### config.mk
export PLATFORM = sky130hd
export DESIGN_NAME = keypad_entry_fsm
export DESIGN_NICKNAME = d
export VERILOG_FILES = /design/src/rtl/keypad_entry_fsm.sv
export SDC_FILE = /design/constraint.sdc
export NUM_CORES = 1
export LEC_CHECK = 0
export ABC_AREA = 1
export CORE_ASPECT_RATIO = 1.1
export CORE_UTILIZATION = 43
export CTS_CLUSTER_SIZE = 10
export DETAILED_ROUTE_END_ITERATION = 10
export PLACE_DENSITY_LB_ADDON = 0.08
export SLEW_MARGIN = 10
export SYNTH_ARGS = -nofsm -noshare
export SYNTH_HDL_FRONTEND = slang
export SYNTH_SLANG_ARGS = --single-unit
### constraint.sdc
create_clock -name clock -period 3.9 [get_ports clock]
set_input_delay 0.39 -clock clock [delete_from_list [all_inputs] [get_ports clock]]
set_output_delay 0.39 -clock clock [all_outputs]
set_load 0.005 [all_outputs]
### src/rtl/keypad_entry_fsm.sv
// 4x4 hex keypad scanner/debouncer accumulating typed digits into a number.
// Ports: clock, reset (async high), mode (0 dec/1 hex), clear, row (active-low
// in), col (one-low out), entry_number, key_code, key_valid (1-cycle pulse).
module keypad_entry_fsm #(
  parameter int SCAN_DIV       = 100000,
  parameter int DEBOUNCE_TICKS = 20
) (
  input  logic        clock,
  input  logic        reset,
  input  logic        mode,
  input  logic        clear,
  input  logic [3:0]  row,
  output logic [3:0]  col,
  output logic [31:0] entry_number,
  output logic [3:0]  key_code,
  output logic        key_valid
);

  localparam int TW = $clog2(SCAN_DIV);
  localparam int CW = $clog2(DEBOUNCE_TICKS + 1);
  localparam logic [TW-1:0] TICK_LAST = TW'(SCAN_DIV - 1);
  localparam logic [CW-1:0] CNT_DONE  = CW'(DEBOUNCE_TICKS);
  localparam logic [35:0]   DEC_MAX   = 36'd99_999_999;

  typedef enum logic [1:0] {
    SCAN,
    DEBOUNCE,
    HELD
  } state_e;

  logic [3:0]    row_m_q, row_s_q;
  logic [TW-1:0] tick_cnt_q, tick_cnt_d;
  state_e        state_q, state_d;
  logic [CW-1:0] cnt_q, cnt_d;
  logic [1:0]    col_idx_q, col_idx_d;
  logic [1:0]    row_idx_q, row_idx_d;
  logic [31:0]   entry_q, entry_d;
  logic [3:0]    code_q, code_d;
  logic          valid_q, valid_d;

  logic          tick;
  logic          one_low;
  logic [1:0]    cur_row;
  logic [3:0]    lut_code;
  logic          accept;
  logic [CW-1:0] cnt_inc;
  logic [35:0]   prod;

  assign tick    = (tick_cnt_q == TICK_LAST);
  assign cnt_inc = cnt_q + CW'(1);

  // Exactly one low row bit is a key; anything else is ignored.
  always_comb begin
    one_low = 1'b1;
    cur_row = 2'd0;
    case (row_s_q)
      4'b1110: cur_row = 2'd0;
      4'b1101: cur_row = 2'd1;
      4'b1011: cur_row = 2'd2;
      4'b0111: cur_row = 2'd3;
      default: one_low = 1'b0;
    endcase
  end

  always_comb begin
    lut_code = 4'h0;
    case ({row_idx_q, col_idx_q})
      4'h0: lut_code = 4'h1;
      4'h1: lut_code = 4'h2;
      4'h2: lut_code = 4'h3;
      4'h3: lut_code = 4'hA;
      4'h4: lut_code = 4'h4;
      4'h5: lut_code = 4'h5;
      4'h6: lut_code = 4'h6;
      4'h7: lut_code = 4'hB;
      4'h8: lut_code = 4'h7;
      4'h9: lut_code = 4'h8;
      4'hA: lut_code = 4'h9;
      4'hB: lut_code = 4'hC;
      4'hC: lut_code = 4'h0;
      4'hD: lut_code = 4'hF;
      4'hE: lut_code = 4'hE;
      default: lut_code = 4'hD;
    endcase
  end

  always_comb begin
    state_d   = state_q;
    cnt_d     = cnt_q;
    col_idx_d = col_idx_q;
    row_idx_d = row_idx_q;
    accept    = 1'b0;
    unique case (state_q)
      SCAN: begin
        if (tick) begin
          if (one_low) begin
            row_idx_d = cur_row;
            cnt_d     = CW'(1);
            state_d   = DEBOUNCE;
          end else begin
            col_idx_d = col_idx_q + 2'd1;
          end
        end
      end
      DEBOUNCE: begin
        // The accept is taken on the clock after the count is reached.
        if (cnt_q >= CNT_DONE) begin
          accept  = 1'b1;
          cnt_d   = '0;
          state_d = HELD;
        end else if (tick) begin
          if (one_low && cur_row == row_idx_q) begin
            cnt_d = cnt_inc;
          end else begin
            cnt_d     = '0;
            state_d   = SCAN;
            col_idx_d = col_idx_q + 2'd1;
          end
        end
      end
      HELD: begin
        if (tick) begin
          if (row_s_q == 4'hF) begin
            if (cnt_inc >= CNT_DONE) begin
              cnt_d     = '0;
              state_d   = SCAN;
              col_idx_d = col_idx_q + 2'd1;
            end else begin
              cnt_d = cnt_inc;
            end
          end else begin
            cnt_d = '0;
          end
        end
      end
      default: state_d = SCAN;
    endcase
  end

  // x10 as x8 + x2, kept at 36 bits so the overflow test sees the carry.
  assign prod = ({4'b0, entry_q} << 3) + ({4'b0, entry_q} << 1)
              + {32'b0, lut_code};

  always_comb begin
    tick_cnt_d = tick ? '0 : tick_cnt_q + TW'(1);
    valid_d    = accept;
    code_d     = accept ? lut_code : code_q;
    entry_d    = entry_q;
    if (accept) begin
      if (mode) begin
        entry_d = {entry_q[27:0], lut_code};
      end else if (lut_code <= 4'd9) begin
        if (prod <= DEC_MAX) entry_d = prod[31:0];
      end else if (lut_code == 4'hC) begin
        entry_d = '0;
      end
    end
    if (clear) entry_d = '0;
  end

  always_ff @(posedge clock or posedge reset) begin
    if (reset) begin
      row_m_q    <= 4'hF;
      row_s_q    <= 4'hF;
      tick_cnt_q <= '0;
      state_q    <= SCAN;
      cnt_q      <= '0;
      col_idx_q  <= 2'd0;
      row_idx_q  <= 2'd0;
      entry_q    <= '0;
      code_q     <= 4'h0;
      valid_q    <= 1'b0;
    end else begin
      row_m_q    <= row;
      row_s_q    <= row_m_q;
      tick_cnt_q <= tick_cnt_d;
      state_q    <= state_d;
      cnt_q      <= cnt_d;
      col_idx_q  <= col_idx_d;
      row_idx_q  <= row_idx_d;
      entry_q    <= entry_d;
      code_q     <= code_d;
      valid_q    <= valid_d;
    end
  end

  assign col          = ~(4'b0001 << col_idx_q);
  assign entry_number = entry_q;
  assign key_code     = code_q;
  assign key_valid    = valid_q;

endmodule

# Yosys cells after proc, flatten, opt, wreduce, memory -nomap -nowiden
# Memory sizes are Yosys's and may differ from the RTL's.
# Cells that the tools add are included.
# word_totals
register_bits	73
rom_bits	64
in_bits	8
output_inout_bits	41
elab_cells	93
n_memories	1
# mem_list
name	words	width	read_ports	rd_ports_with_merged_regs	write_ports	line	source
(name not given)	16	4	1	0	0	67	case ({row_idx_q, col_idx_q})
# classes
addsub	5
order_cmp	4
n_eq_ne	22
shifts	1
mux	38
bitwise_logic	1
reduce_logical	11
# op_table
cell	count
32-bit 2-to-1 mux	6
5-bit 2-to-1 mux	8
35-bit by 33-bit adder with 36-bit output	1
36-bit by 4-bit adder with 36-bit output	1
36-bit by 27-bit less-or-equal comparator with 1-bit output (second input constant)	1
2-bit 2-to-1 mux	16
4-bit equality test (second input constant)	5
2-bit != test (second input constant)	9
2-bit case mux with 3 select lines	3
17-bit by 1-bit adder with 17-bit output (second input constant)	1
17-bit equality test (second input constant)	1
17-bit 2-to-1 mux	1
5-bit case mux with 3 select lines	1
5-bit greater-or-equal comparator (second input constant)	2
9-bit AND reduction	1
7-bit AND reduction	1
3-bit != test (second input constant)	2
3-bit AND reduction	2
5-bit by 1-bit adder with 5-bit output (second input constant)	1
5-bit AND reduction	1
4-bit by 3-bit equality test with 1-bit output (second input constant)	1
4-bit less-or-equal comparator (second input constant)	1
4-bit by 3-bit != test with 1-bit output (second input constant)	1
4-bit NOT	1
12 further kinds	14

# Logic depth before layout (Yosys ltp)
# Gate-level depths: netlist (run 1).
# logic_depth
word_depth	8
depth_mapped	32
mapped_depth_nobuf	31

# Least setup slack after synthesis (run 1)
# No wires, ideal clock.
# synth_path
path_kind	reg-to-reg
from	register col_idx_q[0]
to	register entry_q[31] (netlist: entry_number[31])
setup_ns	0.117
t_arrival_ns	3.451
required_time_ns	3.783
path_slack_ns	0.332
stages_incl_launch_ff	29
path_buffers	1
synth_period_minus_slack_ns	3.568
cell_sequence	dfrtp_1 -> inv_1 -> ha_1 -> or2_2 -> a31oi_1 -> ha_1 -> ha_1 -> inv_1 -> fa_1 -> inv_1 -> nand2_1 -> nand2_1 -> and2_1 -> nand2_1 -> nand3_1 -> nand2_1 -> nand2_1 -> nand2_1 -> nand2_1 -> nand2_1 -> nor2_1 -> nand2_1 -> nor2_1 -> nand2_1 -> nand2_2 -> nand2_4 -> buf_2 -> nand3_1 -> nand2_1
# synth_between
elab_chain_cells	7
word_cells_on_any_way	13
cone_classes	1 x add/sub; 2 x order compare; 2 x eq/ne; 5 x mux; 2 x reduce/logical; 1 x memory
# synth_lines
element	line	source
start, declared	35	logic [1:0] col_idx_q, col_idx_d;
start signal, assigned	179	col_idx_q <= col_idx_d;
memory 16 x 4 bit (*)	--	
named net lut_code[2]	44	logic [3:0] lut_code;
parallel branches: the longest is 6 deep, another holds 36-bit by 4-bit adder with 36-bit output	--	
end signal, assigned	181	entry_q <= entry_d;
end, declared	37	logic [31:0] entry_q, entry_d;
# Mark *: on every way through the listed nets, which the timed path passes. The select of a mux whose other input is x is not followed.
# A chain may end at the register's enable or synchronous reset.

# Worst setup path in the final report (run 1)
# layout_path
from	register col_idx_q[0]
to	register entry_q[17] (netlist: entry_number[17])
# The elaborated chain is that of the path after synthesis.

==> results.py, run 1 <==
metrics = {
    "pwr": {
        "ir_worst_vdd_mv": 0.292,
        "p_leak_nw": 4.75,
        "powerDensity_nw_per_um2": 305,
    },
    "grt": {
        "grt_max_degree": 53,
        "first_global_vias": 6897,
        "overflow": 0,
        "antenna_found_initial": 0,
        "grt_pass1_wl_mm": 33.9,
        "grt_usage": 0.254,
    },
    "cts": {
        "insertion_delay_ns": 0.34,
        "clkSlewWorstSetupHoldPaths_ns": 0.06,
        "cts_max_path_buffers": 2,
        "postCtsHoldBufs": 0,
        "cts_buffers": 9,
        "clock_sinks": 73,
        "cts_tree": "yes",
        "htreeDepth": 3,
        "cts-root-buf": "clkbuf_16",
    },
    "die": {
        "die_y_um": 137,
        "std_cell_rows": 49,
        "core_um2": 16300,
        "die_area_um2": 17100,
        "start_util": 0.438,
        "fp.dieW_um": 125,
        "io_pins": 49,
    },
    "yosys": {
        "synthTopCellsByArea": "nand2_1, dfrtp_1, ha_1, inv_1, nand3_1",
        "synth_seq_area_share": 0.257,
        "avgSynthCellArea_um2": 6.16,
        "synthArstFlopShare": 1.00,
        "synth-edff-count": 0,
        "synth_ff_type": "dfrtp_1",
        "ys_ff_latch": 73,
        "yosysUniqueCellTypes": 36,
        "yosysWarnings": 0,
        "syn_inst": 1160,
        "synth_nets": 1246,
        "syn_area_um2": 7150,
        "yosysTopAreaCellShare": 0.233,
        "yosys.area.top_type": "nand2_1",
    },
    "layout": {
        "layout_commonest_cell": "nand2_1",
        "nNetsFinal": 1321,
        "layout-drive-gt1-share": 0.0839,
        "n_antenna_cell": 0,
        "area_delta_synth_final_pct": 20.3,
        "finalNonFillerCells": 1444,
        "mostFrequentLayoutCells": "nand2_1, inv_1, nor2_1",
    },
    "timing": {
        "period_needed_ns": 3.70,
        "worst-slew-pin-transition_ns": 0.893,
        "period_share": 0.948,
        "skew_ns": 0.00897,
        "relSlewSlack": 0.404,
        "setup_viol": 0,
        "hold_viol_final": 0,
        "slew_viol_final": 0,
        "rsz0062_at_grt": "true",
        "max_freq_ghz": 0.270,
        "tns_ns": 0,
    },
    "worst_hold_path": {
        "hp-class": "reg2reg",
    },
    "drt": {
        "routed_wl_mm": 21.4,
        "vias": 7268,
        "drc": 2,
        "ant_nets": 0,
        "wl_per_cell_um": 14.8,
        "drt_iter0_drc": 420,
        "drtPass1Iterations": 8,
        "vias_per_cell": 5.03,
    },
    "run": {
        "cap_viol_max_count": 0,
    },
    "placed_design": {
        "gp_congestion": 0.966,
        "dpl.hpwl_mm": 16.5,
        "portBuffers": 48,
        "dp_cells": 1419,
    },
    "worst_setup_path": {
        "setup.worst_path.start_class": "register",
        "path_max_fanout": 8,
        "critPathKind": "reg2reg",
        "cp.arrival_ns": 3.97,
        "crit_path_end_kind": "register",
        "critical_path_required_ns": 4.17,
    },
    "status": {
        "violations": "design-rule violations",
        "status": "complete, but fails checks",
    },
}
-- flip-flops by register name (all words and copies together) (netlist names) --
name	flops
entry_number	32
row_s_q	4
tick_cnt_q	17
row_m_q	4
row_idx_q	2
key_valid	1
col_idx_q	2
state_q	2
cnt_q	5
key_code	4
-- cell usage after synthesis, types with 9 or more instances --
| library cell | n |
|---|---|
| nand2_1 | 443 |
| inv_1 | 197 |
| nor2_1 | 95 |
| nand3_1 | 85 |
| ha_1 | 77 |
| dfrtp_1 | 65 |
| a21oi_1 | 49 |
| o21ai_0 | 25 |
| nor3_1 | 20 |
| xor2_1 | 17 |
| clkbuf_1 | 11 |
| nand4_1 | 9 |
-- critical path, stage by stage (launching register included) --
cell	delay, ns
dfrtp_1	0.38
inv_2	0.08
ha_2	0.20
or2_4	0.25
a31oi_4	0.21
ha_4	0.17
ha_4	0.13
inv_2	0.04
fa_2	0.40
inv_2	0.09
nand2_2	0.05
nand2_2	0.08
nand3_2	0.07
nand2_2	0.10
buf_4	0.12
xor2_1	0.24
nor2_1	0.07
nand3_1	0.13
nand3_1	0.09
nand3_1	0.07
nand2_1	0.06
nand2_2	0.09
nand2_4	0.08
nand2_8	0.11
clkbuf_16	0.20
nand2_1	0.05
nand2_1	0.07
-- final timing paths --
| kind | start | end | slack, ns | depth (start not counted) |
|---|---|---|---|---|
| min in group asynchronous | reset | cnt_q[1] | 0.52 | 2 |
| min reg2reg | row_m_q[1] | row_s_q[1] | 0.35 | 0 |
| max | col_idx_q[0] | entry_number[17] | 0.20 | 26 |
| max in group asynchronous | reset | entry_number[15] | 2.52 | 3 |
| min | row_m_q[1] | row_s_q[1] | 0.35 | 0 |
| max reg2reg | col_idx_q[0] | entry_number[17] | 0.20 | 26 |
-- cell families after synthesis --
kind of cell,Yosys count,synth area share
and+or+nand+nor,676,0.388
buffers and inverters,219,0.119
AOI/OAI and AO/OA,92,0.0716
adders and majority gates,78,0.138
DFF,73,0.257
xor gates and xnor gates,21,0.0257
muxes,1,0.00157
-- power by group --
group | switching [W] | internal (W) | leakage [nW]
Clock | 0.000324 | 0.000625 | 0.164
Combinational | 0.000464 | 0.000329 | 3.62
Sequential | 0.0000799 | 0.000802 | 0.970
-- metrics by stage --
stage | util | power [W] | hold WS, ns | setup slack, ns | instance area (um2)
after detailed placement | 0.491 | 0.00163 | 0.347 | 0.0897 | 8010
after global placement | 0.491 | 0.00163 | 0.346 | 0.111 | 8010
after floorplan | - | 0.00133 | 0.345 | 0.332 | 7150
after CTS | 0.512 | 0.00261 | 0.356 | 0.0632 | 8340
final | 0.527 | 0.00262 | 0.354 | 0.202 | 8600
after global routing | 0.527 | 0.00277 | 0.357 | -0.0569 | 8600
-- metal layers --
metal | up-vias | global-route usage | routed length, um
li1 | 3769 | - | -
met1 | 3320 | 0.326 | 9620
met2 | 152 | 0.454 | 10300
met3 | 27 | 0.0249 | 978
met4 | 0 | 0.0745 | 469
met5 | - | 0 | 0
-- area by class of cell --
| class | count | area [um2] |
|---|---|---|
| Clock buffer | 11 | 233 |
| Clock inverter | 5 | 104 |
| Tap cell | 204 | 255 |
| Timing Repair Buffer | 83 | 807 |
| Inverter | 200 | 752 |
| Sequential cell | 73 | 1840 |
| Fill cell | 1749 | 7710 |
| Multi-Input combinational cell | 868 | 4610 |
-- what timing repair did --
| item | in CTS | in global routing |
|---|---|---|
| endpoints found under the setup margin | 0 | 32 |
| gates resized for setup | 0 | 40 |
| setup buffers | 0 | 6 |
(Power assumes the default switching activity.)
==> inputs of run 2 (changes only) <==
--- a/config.mk
+++ b/config.mk
@@ -11,6 +11,7 @@
 export CTS_CLUSTER_SIZE = 10
 export DETAILED_ROUTE_END_ITERATION = 10
 export PLACE_DENSITY_LB_ADDON = 0.08
+export REMOVE_ABC_BUFFERS = 1
 export SLEW_MARGIN = 10
 export SYNTH_ARGS = -nofsm -noshare
 export SYNTH_HDL_FRONTEND = slang
==> results.py, run 2 (synthesis results as in run 1) <==
metrics = {
    "status": {
        "status": "complete, but fails checks",
        "violations": "design-rule violations",
    },
    "cts": {
        "postCtsHoldBufs": 0,
        "cts_max_path_buffers": 2,
        "htreeDepth": 3,
        "cts-root-buf": "clkbuf_16",
        "clkSlewWorstSetupHoldPaths_ns": 0.06,
        "cts_buffers": 9,
        "cts_tree": "yes",
        "clock_sinks": 73,
        "insertion_delay_ns": 0.34,
    },
    "layout": {
        "area_delta_synth_final_pct": 23.2,
        "layout-drive-gt1-share": 0.114,
        "mostFrequentLayoutCells": "nand2_1, inv_1, nor2_1",
        "layout_commonest_cell": "nand2_1",
        "finalNonFillerCells": 1457,
        "nNetsFinal": 1334,
        "largest_register_ffs": 32,
        "utilization": 0.540,
        "n_fill_cell": 1725,
        "n_antenna_cell": 0,
    },
    "timing": {
        "worst-slew-pin-transition_ns": 0.762,
        "period_share": 0.970,
        "hold_viol_final": 0,
        "rsz0062_at_grt": "true",
        "setup_viol": 0,
        "max_freq_ghz": 0.264,
        "holdWs_ns": 0.354,
        "skew_ns": 0.00903,
        "slew_viol_final": 0,
        "period_needed_ns": 3.78,
        "tns_ns": 0,
        "relSlewSlack": 0.491,
    },
    "drt": {
        "drtPass1Iterations": 9,
        "drt_iter0_drc": 518,
        "wl_per_cell_um": 14.6,
        "routed_wl_mm": 21.2,
        "drc": 6,
        "vias_per_cell": 5.06,
        "vias": 7366,
        "ant_nets": 0,
    },
    "die": {
        "io_pins": 49,
        "die_area_um2": 17100,
        "start_util": 0.438,
        "core_um2": 16300,
        "die_y_um": 137,
        "std_cell_rows": 49,
        "fp.dieW_um": 125,
    },
    "worst_setup_path": {
        "r2r_setup_slack_ns": 0.12,
        "cp.arrival_ns": 4.05,
        "path_max_fanout": 7,
        "critPathKind": "reg2reg",
        "crit_slowest_cell": "dfrtp_1",
        "crit_path_end": "entry_number[6]",
        "r2r_cells": 30,
        "path_common_cell": "nand2_2",
        "reg2reg_from": "col_idx_q[1]",
        "setup.worst_path.start_class": "register",
        "max_stage_delay_ns": 0.41,
        "crit_path_end_kind": "register",
        "reg2reg_to": "entry_number[6]",
        "crit_start": "col_idx_q[1]",
        "critical_path_required_ns": 4.17,
    },
    "worst_hold_path": {
        "hp-class": "reg2reg",
    },
    "grt": {
        "grt_pass1_wl_mm": 33.5,
        "grt_usage": 0.250,
        "first_global_vias": 6762,
        "antenna_found_initial": 0,
        "grt_max_degree": 34,
        "overflow": 0,
    },
    "placed_design": {
        "dp_cells": 1426,
        "gp_congestion": 0.929,
        "portBuffers": 48,
        "dpl.hpwl_mm": 16.6,
    },
    "pwr": {
        "ir_worst_vdd_mv": 0.378,
        "power_w": 0.00258,
        "powerDensity_nw_per_um2": 293,
        "p_leak_nw": 4.87,
    },
    "run": {
        "cap_viol_max_count": 0,
    },
}
[run 2: repair_timing]
action | in CTS | in global routing
setup buffers | 4 | 7
endpoints found under the hold margin | 0 | 0
endpoints found under the setup margin | 32 | 32
gates cloned | 1 | 3
pin swaps | 3 | 27
gates resized for setup | 13 | 60
[run 2: per-layer routing]
metal | routed length (um) | GRT usage | vias to the layer above | share of wire
li1 | - | - | 3787 | -
met1 | 9680 | 0.331 | 3391 | 0.46
met2 | 10300 | 0.439 | 164 | 0.49
met3 | 909 | 0.0280 | 24 | 0.043
met4 | 289 | 0.0576 | 0 | 0.014
met5 | 0 | 0 | - | 0
[run 2: where the power goes]
group / switching, W / internal (W)
Combinational: 0.000493 / 0.000374
Clock: 0.000316 / 0.000510
Sequential: 0.0000830 / 0.000802
[run 2: stage by stage]
stage	cell area (um2)	setup WS (ns)
5_1_grt	8810	-0.0909
3_5_place_dp	8070	-0.159
2_1_floorplan	7050	0.134
6_report	8810	0.118
4_1_cts	8470	0.0106
3_3_place_gp	8070	-0.0476
[run 2: worst max-delay path, delay by kind of cell (launching register included)]
family / cells / cell delay (ns)
and+or+nand+nor: 21 / 1.75
adders and majority gates: 4 / 1.07
buffers and inverters: 4 / 0.41
DFF: 1 / 0.41
AOI/OAI and AO/OA: 1 / 0.06
[run 2: worst min-delay path by stage]
| stage | to | depth (start not counted) | start |
|---|---|---|---|
| 2_1_floorplan | row_s_q[0] | 0 | row_m_q[0] |
| 3_3_place_gp | row_s_q[3] | 0 | row_m_q[3] |
| 3_5_place_dp | row_s_q[2] | 0 | row_m_q[2] |
| 4_1_cts | row_s_q[2] | 0 | row_m_q[2] |
| 5_1_grt | row_s_q[0] | 0 | row_m_q[0] |
| 6_report | row_s_q[1] | 0 | row_m_q[1] |
[run 2: area by class of cell]
type                    count  area, um2  share of cell area
repair buffers             96        951               0.108
clock buffers              11        243              0.0276
inverters                 200        756              0.0858
flip-flops and latches     73       1840               0.209
clock inverters             5       55.1             0.00625
multi-input cells         868       4710               0.535
well taps                 204        255              0.0290
